### src/rtl/muldiv_pkg.sv
// Shared definitions for the iterative multiply/divide unit.
// Holds the op encodings, the FSM state type and the default operand width.
package muldiv_pkg;

  localparam int unsigned DEFAULT_WIDTH = 32;

  // Op encodings. Bit 1 selects divide; bit 0 selects unsigned.
  localparam logic [1:0] OP_MULT  = 2'b00;
  localparam logic [1:0] OP_MULTU = 2'b01;
  localparam logic [1:0] OP_DIV   = 2'b10;
  localparam logic [1:0] OP_DIVU  = 2'b11;

  typedef enum logic [1:0] {
    StIdle = 2'b00,
    StRun  = 2'b01,
    StFix  = 2'b10
  } state_e;

endpackage

### src/rtl/muldiv_step.sv
// One combinational radix-2 iteration shared by multiply and divide.
//   is_div_i  : 1 = restoring divide step, 0 = shift-add multiply step
//   acc_hi_i  : upper accumulator (product high half / partial remainder)
//   acc_lo_i  : lower accumulator (multiplier bits / dividend-then-quotient bits)
//   operand_i : multiplicand or divisor magnitude
//   acc_hi_o, acc_lo_o : accumulator after this iteration
module muldiv_step #(
  parameter int unsigned WIDTH = 32
) (
  input  logic             is_div_i,
  input  logic [WIDTH-1:0] acc_hi_i,
  input  logic [WIDTH-1:0] acc_lo_i,
  input  logic [WIDTH-1:0] operand_i,
  output logic [WIDTH-1:0] acc_hi_o,
  output logic [WIDTH-1:0] acc_lo_o
);

  logic [WIDTH:0]   sum;
  logic [WIDTH:0]   rem_sh;
  logic [WIDTH+1:0] diff;
  logic             unused_bits;

  always_comb begin
    // Multiply: add multiplicand if multiplier LSB set, then shift {carry, hi, lo} right.
    sum    = {1'b0, acc_hi_i} + (acc_lo_i[0] ? {1'b0, operand_i} : '0);
    // Divide: shift next dividend bit into the remainder and trial-subtract.
    rem_sh = {acc_hi_i, acc_lo_i[WIDTH-1]};
    diff   = {1'b0, rem_sh} - {2'b00, operand_i};
    if (is_div_i) begin
      if (diff[WIDTH+1]) begin
        // Borrow: restore. rem_sh < divisor here, so its top bit is zero.
        acc_hi_o = rem_sh[WIDTH-1:0];
        acc_lo_o = {acc_lo_i[WIDTH-2:0], 1'b0};
      end else begin
        acc_hi_o = diff[WIDTH-1:0];
        acc_lo_o = {acc_lo_i[WIDTH-2:0], 1'b1};
      end
    end else begin
      acc_hi_o = sum[WIDTH:1];
      acc_lo_o = {sum[0], acc_lo_i[WIDTH-1:1]};
    end
  end

  // These bits are provably zero on the paths that keep them.
  assign unused_bits = diff[WIDTH] ^ rem_sh[WIDTH];

endmodule

### src/rtl/muldiv_unit.sv
// Iterative multiply/divide unit owning the MIPS HI/LO registers.
//   clk, rst_n     : clock, synchronous active-low reset
//   start, op      : launch MULT/MULTU/DIV/DIVU (accepted only when idle)
//   rs_val, rt_val : multiplicand/dividend, multiplier/divisor
//   mthi, mtlo     : write rs_val to HI/LO (accepted only when idle and no start)
//   hi, lo         : HI/LO registers
//   busy           : operation in flight (RUN or FIX)
//   done           : one-cycle pulse after HI/LO take a result
// Start at edge E0, 32 iterations at E1..E32, sign fix-up and HI/LO write at E33.
module muldiv_unit
  import muldiv_pkg::*;
#(
  parameter int unsigned WIDTH = DEFAULT_WIDTH,
  parameter int unsigned CNT_W = 5
) (
  input  logic             clk,
  input  logic             rst_n,
  input  logic             start,
  input  logic [1:0]       op,
  input  logic [WIDTH-1:0] rs_val,
  input  logic [WIDTH-1:0] rt_val,
  input  logic             mthi,
  input  logic             mtlo,
  output logic [WIDTH-1:0] hi,
  output logic [WIDTH-1:0] lo,
  output logic             busy,
  output logic             done
);

  state_e           state_q, state_d;
  logic [CNT_W-1:0] cnt_q, cnt_d;
  logic [1:0]       op_q, op_d;
  logic [WIDTH-1:0] acc_hi_q, acc_hi_d, acc_lo_q, acc_lo_d;
  logic [WIDTH-1:0] operand_q, operand_d;
  logic [WIDTH-1:0] hi_q, hi_d, lo_q, lo_d;
  logic             res_neg_q, res_neg_d, rem_neg_q, rem_neg_d;
  logic             busy_q, busy_d, done_q, done_d;

  logic             signed_op, is_div, rs_neg, rt_neg, last_iter;
  logic [WIDTH-1:0] rs_mag, rt_mag, step_hi, step_lo, quo_fix, rem_fix;
  logic [2*WIDTH-1:0] prod, prod_fix;

  assign last_iter = (cnt_q == CNT_W'(WIDTH - 1));

  muldiv_step #(
    .WIDTH (WIDTH)
  ) u_step (
    .is_div_i  (op_q[1]),
    .acc_hi_i  (acc_hi_q),
    .acc_lo_i  (acc_lo_q),
    .operand_i (operand_q),
    .acc_hi_o  (step_hi),
    .acc_lo_o  (step_lo)
  );

  // State register.
  always_ff @(posedge clk) begin
    if (!rst_n) state_q <= StIdle;
    else        state_q <= state_d;
  end

  // Next-state logic.
  always_comb begin
    state_d = state_q;
    unique case (state_q)
      StIdle:  if (start) state_d = StRun;
      StRun:   if (last_iter) state_d = StFix;
      StFix:   state_d = StIdle;
      default: state_d = StIdle;
    endcase
  end

  // Datapath and output next-state logic.
  always_comb begin
    signed_op = (op == OP_MULT) || (op == OP_DIV);
    is_div    = (op == OP_DIV) || (op == OP_DIVU);
    rs_neg    = signed_op & rs_val[WIDTH-1];
    rt_neg    = signed_op & rt_val[WIDTH-1];
    // |0x80..0| wraps back to 0x80..0, which is the correct unsigned magnitude.
    rs_mag    = rs_neg ? -rs_val : rs_val;
    rt_mag    = rt_neg ? -rt_val : rt_val;

    prod     = {acc_hi_q, acc_lo_q};
    prod_fix = res_neg_q ? -prod : prod;
    // Divide by zero: quotient forced to all ones; remainder fix-up restores rs_val.
    quo_fix  = (operand_q == '0) ? '1 : (res_neg_q ? -acc_lo_q : acc_lo_q);
    rem_fix  = rem_neg_q ? -acc_hi_q : acc_hi_q;

    cnt_d     = cnt_q;
    op_d      = op_q;
    acc_hi_d  = acc_hi_q;
    acc_lo_d  = acc_lo_q;
    operand_d = operand_q;
    res_neg_d = res_neg_q;
    rem_neg_d = rem_neg_q;
    hi_d      = hi_q;
    lo_d      = lo_q;
    done_d    = 1'b0;
    busy_d    = (state_d != StIdle);

    unique case (state_q)
      StIdle: begin
        if (start) begin
          op_d      = op;
          cnt_d     = '0;
          acc_hi_d  = '0;
          acc_lo_d  = is_div ? rs_mag : rt_mag;
          operand_d = is_div ? rt_mag : rs_mag;
          res_neg_d = rs_neg ^ rt_neg;
          rem_neg_d = rs_neg;
        end else begin
          if (mthi) hi_d = rs_val;
          if (mtlo) lo_d = rs_val;
        end
      end
      StRun: begin
        acc_hi_d = step_hi;
        acc_lo_d = step_lo;
        cnt_d    = cnt_q + CNT_W'(1);
      end
      StFix: begin
        if (op_q[1]) begin
          hi_d = rem_fix;
          lo_d = quo_fix;
        end else begin
          hi_d = prod_fix[2*WIDTH-1:WIDTH];
          lo_d = prod_fix[WIDTH-1:0];
        end
        done_d = 1'b1;
        cnt_d  = '0;
      end
      default: ;
    endcase
  end

  always_ff @(posedge clk) begin
    if (!rst_n) begin
      cnt_q     <= '0;
      op_q      <= '0;
      acc_hi_q  <= '0;
      acc_lo_q  <= '0;
      operand_q <= '0;
      res_neg_q <= 1'b0;
      rem_neg_q <= 1'b0;
      hi_q      <= '0;
      lo_q      <= '0;
      busy_q    <= 1'b0;
      done_q    <= 1'b0;
    end else begin
      cnt_q     <= cnt_d;
      op_q      <= op_d;
      acc_hi_q  <= acc_hi_d;
      acc_lo_q  <= acc_lo_d;
      operand_q <= operand_d;
      res_neg_q <= res_neg_d;
      rem_neg_q <= rem_neg_d;
      hi_q      <= hi_d;
      lo_q      <= lo_d;
      busy_q    <= busy_d;
      done_q    <= done_d;
    end
  end

  assign hi   = hi_q;
  assign lo   = lo_q;
  assign busy = busy_q;
  assign done = done_q;

endmodule

### config.mk
export PLATFORM = sky130hd
export DESIGN_NAME = muldiv_unit
export DESIGN_NICKNAME = d
export VERILOG_FILES = /design/src/rtl/muldiv_pkg.sv /design/src/rtl/muldiv_step.sv /design/src/rtl/muldiv_unit.sv
export SDC_FILE = /design/constraint.sdc
export NUM_CORES = 1
export LEC_CHECK = 0
export CORE_MARGIN = 2
export CORE_UTILIZATION = 30
export DETAILED_ROUTE_END_ITERATION = 6
export PLACE_DENSITY_LB_ADDON = 0.12
export SYNTH_ARGS = -nofsm -noshare
export SYNTH_HDL_FRONTEND = slang
export SYNTH_SLANG_ARGS = --single-unit
### constraint.sdc
create_clock -name clk -period 3.9 [get_ports clk]
set_input_delay 0.585 -clock clk [delete_from_list [all_inputs] [get_ports clk]]
set_output_delay 0.585 -clock clk [all_outputs]
set_load 0.005 [all_outputs]
## Word level (Yosys, flattened, before mapping)

Index checks and enable logic that the tools add are counted.

- Bits of input ports: 71
- Bits in registers: 173
- Word-level logic and storage cells: 77
- Output and inout bits: 66

- Reduce and logical (&&, ||, !) cells: 14
- Multiplexer cells: 31
- Bitwise logic cells: 3
- Add/sub/neg operators: 8
- Equality and inequality tests: 9

Operator list:

| operator | number |
|---|---|
| 2-to-1 mux 32 bit | 19 |
| case mux 32 bit (2 select lines) | 4 |
| negator 32 bit | 4 |
| 2-to-1 mux 64 bit | 1 |
| negator 64 bit | 1 |
| subtractor 33 x 32 -> 34 bit | 1 |
| adder 32 x 33 -> 33 bit | 1 |
| logical NOT 32 bit | 1 |
| case mux 5 bit (3 select lines) | 1 |
| != test 2 bit, second input constant | 4 |
| equality test 2 bit, second input constant | 3 |
| AND reduction 2 bit | 3 |
| AND reduction 3 bit | 2 |
| nonzero test 2 bit | 3 |
| adder 5 x 1 -> 5 bit, second input constant | 1 |
| equality test 5 bit, second input constant | 1 |
| 2-to-1 mux 5 bit | 1 |
| logical NOT 2 bit | 2 |
| 2-to-1 mux 2 bit | 2 |
| case mux 2 bit (2 select lines) | 1 |
| nonzero test 3 bit | 1 |
| AND 1 bit | 2 |
| equality test 2 x 1 -> 1 bit, second input constant | 1 |
| logical OR 1 bit | 2 |
| 2 further kinds | 3 |

## Logic depth before layout (Yosys ltp)

Gate-level depths: netlist of run 1.

- Word-level depth: 7
- Gate-level depth with buffers: 15
- Mapped depth without buffers: 14

## Cells and area by module

A second synthesis of run 1 with hierarchy kept.

- Cells, all modules: 2138
- Area, all modules: 15980.3 sq um

Modules (own cells, without submodules):

| module | instances | cells each | seq. area each (sq um) | area an instance (sq um) |
|---|---|---|---|---|
| muldiv_unit | 1 | 1461 | 3443.3 | 11215.8 |
| muldiv_step | 1 | 677 | 0.0 | 4764.6 |

## Least setup slack after synthesis of run 1

Ideal clock, no wire load.

- Kind: register to register
- Start: register acc_hi_q[13]
- End: register acc_hi_q[14]
- Required time: 3.831 ns
- Period minus slack after synthesis: 3.242 ns
- Cell stages (with the launch flop): 13
- Setup slack: 0.658 ns
- Arrival time: 3.173 ns
- Buffers on the path: 1
- Setup time: 0.069 ns
- Cells stage by stage: dfxtp_1 ha_1 and3_1 nand4_1 or2_0 a311o_1 a311o_1 a2111oi_4 or2_1 buf_4 nor3_1 or4_1 o21ai_1

- Word-level cells in the longest chain between the ends: 4
- Elaborated cells between the ends (all ways): 5
- Those cells by class: add/sub (2); mux (3)

RTL lines:

| element | line | text |
|---|---|---|
| start: declaration | muldiv_unit.sv:33 | `logic [WIDTH-1:0] acc_hi_q, acc_hi_d, acc_lo_q, acc_lo_d;` |
| start signal: assignment | muldiv_unit.sv:152 | `acc_hi_q <= acc_hi_d;` |
| subtractor 33 x 32 -> 34 bit | muldiv_step.sv:28 | `diff = {1'b0, rem_sh} - {2'b00, operand_i};` |
| 2-to-1 mux 32 bit | muldiv_step.sv:30 | `if (diff[WIDTH+1]) begin` |
| 2-to-1 mux 32 bit * | muldiv_step.sv:29 | `if (is_div_i) begin` |
| case mux 32 bit (2 select lines) * | muldiv_unit.sv:101 | `unique case (state_q)` |

Every way passes the cells marked *; elsewhere a longest branch is shown, timed or not.
A chain may end at the register's enable or synchronous reset.

## Final worst setup path of run 1

- Start: register operand_q[14]
- End: register acc_hi_q[14]

- Word-level cells in the longest chain between the ends: 4
- Elaborated cells between the ends (all ways): 6
- Those cells by class: add/sub (2); mux (4)

RTL lines:

| element | line | text |
|---|---|---|
| start: declaration | muldiv_unit.sv:34 | `logic [WIDTH-1:0] operand_q, operand_d;` |
| start signal: assignment | muldiv_unit.sv:154 | `operand_q <= operand_d;` |
| 2-to-1 mux 32 bit or subtractor 33 x 32 -> 34 bit (tied branches) | muldiv_step.sv:25, muldiv_step.sv:28 |  |
| adder 32 x 33 -> 33 bit or 2-to-1 mux 32 bit (tied branches) | muldiv_step.sv:25, muldiv_step.sv:30 |  |
| 2-to-1 mux 32 bit * | muldiv_step.sv:29 |  |
| case mux 32 bit (2 select lines) * | muldiv_unit.sv:101 |  |

Marked as above.

==> qor.yml, run 1 <==
status: "finished, final reports clean"
synth_top_cell_area_share: 0.236
ff2ff_path_depth: 12
fp.dieH_um: 224
ys_async_sr_fraction: 0
grt_first_pass_wirelength_um: 95800
wl_um: 63900
whs_ns: 0.451
synth-seq-cells: 172
synth-main-ff-cell: "dfxtp_1"
timing.rr.start: "operand_q[14]"
hold_violations: 0
stdcell_area_um2: 18000
gp_congestion: 0.949
post_cts_buffers: 0
endpoint_kind: "register"
timing.final.crit_share: 0.949
cts-root-buf: "clkbuf_16"
cp.required_ns: 4.30
synth_top_family_by_area: "compound AO/OA/AOI/OAI gates"
min_period_ns: 3.70
postPlaceCellArea_um2: 17400
synth_xor_area_frac: 0.103
area_growth_pct: 23.3
start_util: 0.304
hpwl_um: 51200
hold_depth: 2
ys_top_cells_by_area: "dfxtp_1 24%, a21oi_1 7.0%, ha_1 6.3%, nor2_1 5.6%, xnor2_1 5.6%"
cts_tree: "done"
cap_violations: 0
pwr_density_cell_nw_per_um2: 309
min_to: "lo[20]"
grt_usage: 0.253
drtPass1Iterations: 5
yosysSeqAreaShare: 0.236
synth_compound_area_frac: 0.286
synth_edf_count: 0
finalMaxSlewViolations: 0
synth_common_cells: "218 x nor2_1, 203 x a21oi_1, 184 x nand2_1, 172 x dfxtp_1, 128 x o21ai_0"
setup_viol: 0
syn_inst: 1981
coreArea_um2: 47800
ys_warn_count: 0
clkTransAtPathRegs_ns: 0.08
worstPathArrival_ns: 4.10
wl_per_cell_um: 22.9
die_w_um: 224
synth_top_area_cell: "dfxtp_1"
clock.fmax_mhz: 270
p_int_mw: 3.51
antenna_found_initial: 1
syn-cell-area_um2: 14600
p_sw_frac: 0.369
cp_max_fo: 7
antenna_cells: 0
antenna_left: 0
clock_skew_ns: 0.0131
fin_setup_tns_ns: 0
p_leak_nw: 6.99
startpoint_type: "register"
synth_cell_types: 79
initialDrtViolationCount: 1141
r2r_setup_slack_ns: 0.20
switching_power_mw: 2.05
hp-start: "lo[20]"
synth-adder-area-share: 0.0655
relSlewSlack: 0.282
routed_via_density: 5.60
grt_max_degree: 90
clock_power_share: 0.314
htree_levels: 4
portBuffers: 136
clock-sinks: 172
synth.area.mux_share: 0.0576
hold_path_class: "reg2reg"
cts_buffer_depth: 2
drc: 0
path_class: "reg2reg"
grt-ovfl-total: 0
clkLatencyLatePin_ns: 0.47
ir_drop_v: 0.000254
synth_area_per_cell_um2: 7.35
nets: 2304
tightest_slew_ns: 1.07
rows: 80
seqPwrFrac: 0.357
die-area_um2: 50300
rsz0062_at_grt: "yes"
syn_nets: 2127
synthSimpleGateAreaFrac: 0.199
grt_pass1_vias: 15200
vias: 15600
r2r_end: "acc_hi_q[14]"
final_util: 0.375
drive_above_1_share: 0.114
power.combinational.fraction: 0.330
cts_buffers: 17
ios: 137
yosys.cell_count.top_type: "nor2_1"
[worst max-delay path by stage]
stage,startpoint,slack (ns),end,depth (start not counted)
finish,operand_q[14],0.20,acc_hi_q[14],12
global route,operand_q[15],-0.09,acc_hi_q[14],12
CTS,operand_q[15],0.23,acc_hi_q[27],12
detailed placement,rs_val[10],0.24,operand_q[29],10
global placement,rt_val[2],0.30,acc_lo_q[29],12
floorplan,acc_hi_q[13],0.66,acc_hi_q[14],12
[what timing repair did]
item                                    4_1_cts  5_1_grt
resized for setup                             0        2
endpoints found under the setup margin        0       28
hold buffers                                  0        0
[critical path: stages (launching register included)]
cell,delay [ns]
dfxtp_1,0.37
inv_1,0.10
ha_1,0.38
and3_1,0.24
nand4_1,0.13
or2_0,0.23
a311o_1,0.33
a311o_1,0.44
a2111oi_4,0.40
or2_1,0.30
nor3_1,0.08
or4_1,0.52
o21ai_1,0.12
[state kept, by name, summed over array words and instances, names as in the netlist, 2 cells and up]
name       count
acc_hi_q      32
acc_lo_q      32
cnt_q          5
hi            32
lo            32
operand_q     32
state_q        2
[metrics by stage]
stage | std cells | total power, mW | worst slack, ns
2_1_floorplan | 1981 | 3.06 | 0.658
3_3_place_gp | 2754 | 3.83 | 0.298
3_5_place_dp | 2754 | 3.83 | 0.240
4_1_cts | 2786 | 5.57 | 0.229
5_1_grt | 2786 | 5.83 | -0.0857
6_report | 2786 | 5.56 | 0.198
[metal layers]
layer | track usage | part of all wire
met2 | 0.412 | 0.46
met1 | 0.334 | 0.45
met5 | 0 | 0.00067
met4 | 0.0720 | 0.025
met3 | 0.0559 | 0.059
[layout make-up]
cell class	count	area, um^2
timing repair buffer	289	2530
inverter	69	260
sequential	172	3440
clock inverter	13	131
multi-input combinational	1609	10400
clock buffer	19	433
fill	5125	29900
tap	615	769
[logic make-up (layout without fill, tap and decap cells)]
group | Yosys count | after routing
buf+inv | 200 | 390
fa+ha+maj | 75 | 75
mux | 80 | 80
flops | 172 | 172
compound gates | 651 | 651
simple gates | 632 | 632
xor+xnor | 171 | 171
[power groups by stage]
| stage | clock [mW] | sequential, mW | combinational, mW |
|---|---|---|---|
| after global placement | 0 | 2.02 | 1.82 |
| after CTS | 1.77 | 1.98 | 1.82 |
| after global routing | 1.85 | 2.00 | 1.98 |
| after detailed placement | 0 | 2.02 | 1.81 |
| after floorplan | 0 | 2.00 | 1.06 |
| final | 1.74 | 1.98 | 1.83 |
[cell usage in the layout (no fill, tap or decap), drive strengths merged, types with 25 or more instances in the layout]
| cell | instances |
|---|---|
| nor2 | 218 |
| a21oi | 204 |
| nand2 | 186 |
| dfxtp | 172 |
| buf | 154 |
| o21ai | 138 |
| clkdlybuf4s50 | 135 |
| xnor2 | 93 |
| a211oi | 80 |
| xor2 | 78 |
| ha | 73 |
| inv | 73 |
| mux2i | 50 |
| nor3 | 47 |
| nand3 | 42 |
| mux2 | 30 |
| a21o | 27 |
| o211ai | 26 |
| o221ai | 25 |
(Power assumes the default switching activity.)
==> inputs of run 2 (changes only) <==
CORE_UTILIZATION = 55   (was 30)
==> run 2 against run 1 <==
Combinational power fell by 5%. Wire length fell by 15%. Via count rose by 2.0%. Largest power group unchanged.
==> qor.yml, run 2 (synthesis results as in run 1) <==
setup_viol: 0  # unchanged
mostFrequentLayoutCells: "216 x nor2_1, 202 x a21oi_1, 184 x nand2_1, 171 x dfxtp_1, 135 x clkdlybuf4s50_1"  # was 216 x nor2_1, 201 x a21oi_1, 184 x nand2_1, 171 x dfxtp_1, 151 x buf_4
worstPathArrival_ns: 4.03  # was 4.10 ns
cts_buffers: 17  # unchanged
initialDrtViolationCount: 2089  # was 1141
relSlewSlack: 0.336  # was 0.282
htree_levels: 4  # unchanged
status: "finished, final reports clean"  # unchanged
fp.dieH_um: 167  # was 224 um
timing.rr.start: "operand_q[15]"  # was operand_q[14]
clkLatencyLatePin_ns: 0.45  # was 0.47 ns
min_period_ns: 3.73  # was 3.70 ns
p_leak_nw: 6.78  # was 6.99 nW
cts-root-buf: "clkbuf_16"  # unchanged
grt_first_pass_wirelength_um: 82800  # was 95800 um
tightest_slew_ns: 0.996  # was 1.07 ns
cts_buffer_depth: 2  # unchanged
portBuffers: 136  # unchanged
num-fill-cells: 2329  # was 5125
die-area_um2: 27800  # was 50300 um^2
post_cts_buffers: 0  # unchanged
post_cts_resized: 0  # unchanged
cts_tree: "done"  # unchanged
hpwl_um: 41800  # was 51200 um
r2r_end: "acc_hi_q[25]"  # was acc_hi_q[14]
drtPass1Iterations: 6  # was 5
cp.required_ns: 4.20  # was 4.30 ns
wl_per_cell_um: 22.1  # was 22.9 um
rsz0062_at_grt: "no"  # was yes
grt-ovfl-total: 0  # unchanged
clock-sinks: 172  # unchanged
antenna_found_initial: 0  # was 1
pwr_density_cell_nw_per_um2: 323  # was 309 nW/um^2
timing.final.crit_share: 0.956  # was 0.949
r2r_setup_slack_ns: 0.17  # was 0.20 ns
clock_skew_ns: 0.0204  # was 0.0131 ns
cp_max_fo: 11  # was 7
grt_usage: 0.378  # was 0.253
hold_violations: 0  # unchanged
ios: 137  # unchanged
fin_setup_tns_ns: 0  # unchanged
cap_violations: 0  # unchanged
ff2ff_path_depth: 13  # was 12
crit_start: "operand_q[15]"  # was operand_q[14]
grt_pass1_vias: 14300  # was 15200
rows: 59  # was 80
worstSetupEndpoint: "acc_hi_q[25]"  # was acc_hi_q[14]
coreArea_um2: 26100  # was 47800 um^2
die_w_um: 167  # was 224 um
drc: 0  # unchanged
gp_congestion: 0.954  # was 0.949
clock.fmax_mhz: 268  # was 270 MHz
grt_max_degree: 90  # unchanged
antenna_left: 0  # unchanged
vias: 15900  # was 15600
area_growth_pct: 18.7  # was 23.3%
ir_drop_v: 0.000233  # was 0.000254 V
whs_ns: 0.456  # was 0.451 ns
wl_um: 54300  # was 63900 um
layout_commonest_cell: "nor2_1"  # unchanged
hold_path_class: "reg2reg"  # unchanged
startpoint_type: "register"  # unchanged
routed_via_density: 6.47  # was 5.60
clkTransAtPathRegs_ns: 0.09  # was 0.08 ns
path_class: "reg2reg"  # unchanged
start_util: 0.559  # was 0.304
nets: 2257  # was 2304
cts_hold_buf: 0  # unchanged
finalMaxSlewViolations: 0  # unchanged
antenna_cells: 0  # unchanged
endpoint_kind: "register"  # unchanged
drive_above_1_share: 0.0942  # was 0.114
run 2: cell count changes in the layout (fill, tap and decap cells not counted), sizes merged:
cell,change
buf,-47
bufinv,+1
clkbuf,-2
clkinv,+3
clkinvlp,-2
run 2: critical path, cell delays in order, from the launching register on:
cell       delay, ns
dfxtp_1         0.37
inv_1           0.08
ha_1            0.36
and3_1          0.22
nand4_1         0.11
or2_0           0.23
a311o_1         0.34
a311o_1         0.44
a2111oi_4       0.42
o21ai_2         0.19
nand2_2         0.23
buf_4           0.28
mux2i_1         0.20
o21ai_0         0.12
run 2: area by class of cell:
type                            instances  area [um^2]  share of cell area
Clock buffer                           17          425              0.0246
Clock inverter                         15          203              0.0117
Inverter                               69          260              0.0150
Multi-Input combinational cell       1609        10400               0.600
Sequential cell                       172         3440               0.199
Tap cell                              335          419              0.0242
Timing Repair Buffer                  242         2160               0.125
run 2: power breakdown:
| group | leakage [nW] | internal (mW) | switching [mW] |
|---|---|---|---|
| registers | 1.41 | 1.87 | 0.126 |
| clock network | 0.306 | 0.983 | 0.886 |
| logic | 5.07 | 0.700 | 1.03 |
run 2: how the worst min path moves through the flow:
stage                  start  depth (start not counted)            end  slack, ns
2_1_floorplan  operand_q[19]                          2  operand_q[19]       0.43
3_3_place_gp          lo[18]                          2         lo[18]       0.44
3_5_place_dp   operand_q[19]                          2  operand_q[19]       0.44
4_1_cts        operand_q[19]                          2  operand_q[19]       0.46
5_1_grt               lo[17]                          2         lo[17]       0.48
6_report               lo[3]                          2          lo[3]       0.46
run 2: per-layer routing:
layer | GRT usage | part of all wire
met1 | 0.542 | 0.43
met5 | 0 | 0
met2 | 0.551 | 0.42
met4 | 0.160 | 0.043
met3 | 0.0720 | 0.11
run 2: per-stage QoR:
step	instances	util	worst slack (ns)	cell area (um^2)	power (mW)
2_1_floorplan	1981	-	0.658	14600	3.06
3_3_place_gp	2427	0.640	0.331	16700	3.68
3_5_place_dp	2427	0.640	0.254	16700	3.70
4_1_cts	2459	0.664	0.226	17300	5.54
5_1_grt	2459	0.664	0.00793	17300	5.80
6_report	2459	0.664	0.173	17300	5.59
==> inputs of run 3 (changes only) <==
CORE_UTILIZATION = 29   (was 55)
==> run 3 against run 2 <==
Final cell count rose by 17%. Register-to-register slack barely moved. Sequential power barely moved. Highest routed layer unchanged. Non-clock buffer count rose by 76. Largest cell class unchanged. Count of clock-buffer cells in the layout rose by 5.
==> qor.yml, run 3 (synthesis results as in run 1) <==
hpwl_um: 51100  # was 41800 um
rows: 82  # was 59
crit_buf_inv: 1  # was 2
max_stage_delay_ns: 0.55  # was 0.44 ns
cts_hold_buf: 0  # unchanged
nets: 2333  # was 2257
layout_commonest_cell: "nor2_1"  # unchanged
clock_skew_ns: 0.0151  # was 0.0204 ns
whs_ns: 0.455  # was 0.456 ns
cts_buffers: 17  # unchanged
drive_above_1_share: 0.125  # was 0.0942
area_growth_pct: 25.8  # was 18.7%
ir_drop_v: 0.000319  # was 0.000233 V
cp_max_fo: 7  # was 11
mostFrequentLayoutCells: "216 x nor2_1, 200 x a21oi_1, 184 x nand2_1, 178 x buf_4, 171 x dfxtp_1"  # was 216 x nor2_1, 202 x a21oi_1, 184 x nand2_1, 171 x dfxtp_1, 135 x clkdlybuf4s50_1
worstPathArrival_ns: 4.14  # was 4.03 ns
multi_input_area_um2: 10400  # about the same
endpoint_kind: "register"  # unchanged
drtPass1Iterations: 5  # was 6
cts-root-buf: "clkbuf_16"  # unchanged
clkTransAtPathRegs_ns: 0.07  # was 0.09 ns
instances_no_fill: 2872  # was 2459
num-fill-cells: 5409  # was 2329
routed_via_density: 5.46  # was 6.47
hold_depth: 2  # unchanged
r2r_setup_slack_ns: 0.16  # was 0.17 ns
place_inst: 2839  # was 2427
cts_buffer_depth: 2  # unchanged
grt-ovfl-total: 0  # unchanged
cap_violations: 0  # unchanged
p_leak_nw: 7.16  # was 6.78 nW
grt_max_degree: 115  # was 90
finalMaxSlewViolations: 0  # unchanged
htree_levels: 4  # unchanged
hold_violations: 0  # unchanged
die_w_um: 228  # was 167 um
clkLatencyLatePin_ns: 0.47  # was 0.45 ns
startpoint_type: "register"  # unchanged
die-area_um2: 52000  # was 27800 um^2
hp-start: "hi[27]"  # was lo[3]
crit_slowest_cell: "or4_1"  # was a311o_1
antenna_found_initial: 0  # unchanged
relSlewSlack: 0.516  # was 0.336
drc: 0  # unchanged
cp.required_ns: 4.30  # was 4.20 ns
start_util: 0.292  # was 0.559
cp_top_family: "simple AND/OR/NAND/NOR gates"  # was compound AO/OA/AOI/OAI gates
path_class: "reg2reg"  # unchanged
tightest_slew_ns: 0.726  # was 0.996 ns
antenna_cells: 0  # unchanged
timing.final.crit_share: 0.958  # was 0.956
clock-sinks: 172  # unchanged
initialDrtViolationCount: 947  # was 2089
crit_path_frequent_cell: "a311o_1"  # unchanged
ios: 137  # unchanged
wl_per_cell_um: 22.1  # about the same
rsz0062_at_grt: "yes"  # was no
wl_um: 63400  # was 54300 um
setup_viol: 0  # unchanged
hold_path_class: "reg2reg"  # unchanged
timing.rr.start: "operand_q[15]"  # unchanged
fp.dieH_um: 228  # was 167 um
pwr_density_cell_nw_per_um2: 311  # was 323 nW/um^2
grt_first_pass_wirelength_um: 94600  # was 82800 um
grt_usage: 0.239  # was 0.378
ff2ff_path_depth: 12  # was 13
min_to: "hi[27]"  # was lo[3]
min_period_ns: 3.74  # was 3.73 ns
clock.fmax_mhz: 268  # about the same
gp_congestion: 0.911  # was 0.954
register_area_um2: 3440  # unchanged
r2r_end: "acc_hi_q[14]"  # was acc_hi_q[25]
grt_pass1_vias: 15300  # was 14300
crit_chain: "inv_1 > ha_1 > and3_1 > nand4_1 > or2_0 > a311o_1 > a311o_1 > a2111oi_4 > or2_1 > nor3_1 > or4_1 > o21ai_1"  # was inv_1 > ha_1 > and3_1 > nand4_1 > or2_0 > a311o_1 > a311o_1 > a2111oi_4 > o21ai_2 > nand2_2 > buf_4 > mux2i_1 > o21ai_0
portBuffers: 136  # unchanged
cts_tree: "done"  # unchanged
coreArea_um2: 49900  # was 26100 um^2
status: "finished, final reports clean"  # unchanged
vias: 15700  # was 15900
antenna_left: 0  # unchanged
run 3: worst max-delay path by stage:
stage | from | to | depth (start not counted)
4_1_cts | operand_q[15] | acc_hi_q[1] | 13
5_1_grt | operand_q[15] | acc_hi_q[20] | 13
2_1_floorplan | acc_hi_q[13] | acc_hi_q[14] | 12
3_3_place_gp | operand_q[15] | acc_hi_q[1] | 13
6_report | operand_q[15] | acc_hi_q[14] | 12
3_5_place_dp | operand_q[15] | acc_hi_q[1] | 13
run 3: area by class of cell:
cell class | instances | share of cell area
timing repair buffer | 318 | 0.151
clock buffer | 22 | 0.0248
clock inverter | 10 | 0.00901
sequential | 172 | 0.188
multi-input combinational | 1609 | 0.567
inverter | 69 | 0.0142
tap | 672 | 0.0459
run 3: power breakdown:
group          switching, mW  total (mW)  leakage, nW  internal [mW]
clock                  0.798        1.89        0.291           1.09
sequential             0.124        2.00         1.41           1.87
combinational           1.07        1.82         5.46          0.751
run 3: metrics by stage:
stage          cell area (um^2)  utilization  setup TNS (ns)  worst slack [ns]  total power, mW
2_1_floorplan             14600            -               0             0.658             3.06
3_3_place_gp              17700        0.355               0             0.176             3.84
3_5_place_dp              17700        0.355               0             0.153             3.84
4_1_cts                   18300        0.367               0             0.132             5.73
5_1_grt                   18300        0.368          -0.251           -0.0597             5.99
6_report                  18300        0.368               0             0.164             5.71
run 3: worst min-delay path: stages, from the launching register on:
cell and delay (ns):
dfxtp_1 0.31, nand2_1 0.05, a21oi_1 0.05
run 3: layer usage:
layer / share of wire / track usage / up-vias
li1: - / - / 7632
met1: 0.45 / 0.313 / 7567
met2: 0.47 / 0.397 / 419
met3: 0.058 / 0.0446 / 64
met4: 0.028 / 0.0737 / 0
met5: 0 / 0 / -
run 3: what timing repair did:
action | CTS | global route
setup buffers | 0 | 1
gates resized for setup | 0 | 5
endpoints found under the setup margin | 0 | 26
endpoints found under the hold margin | 0 | 0
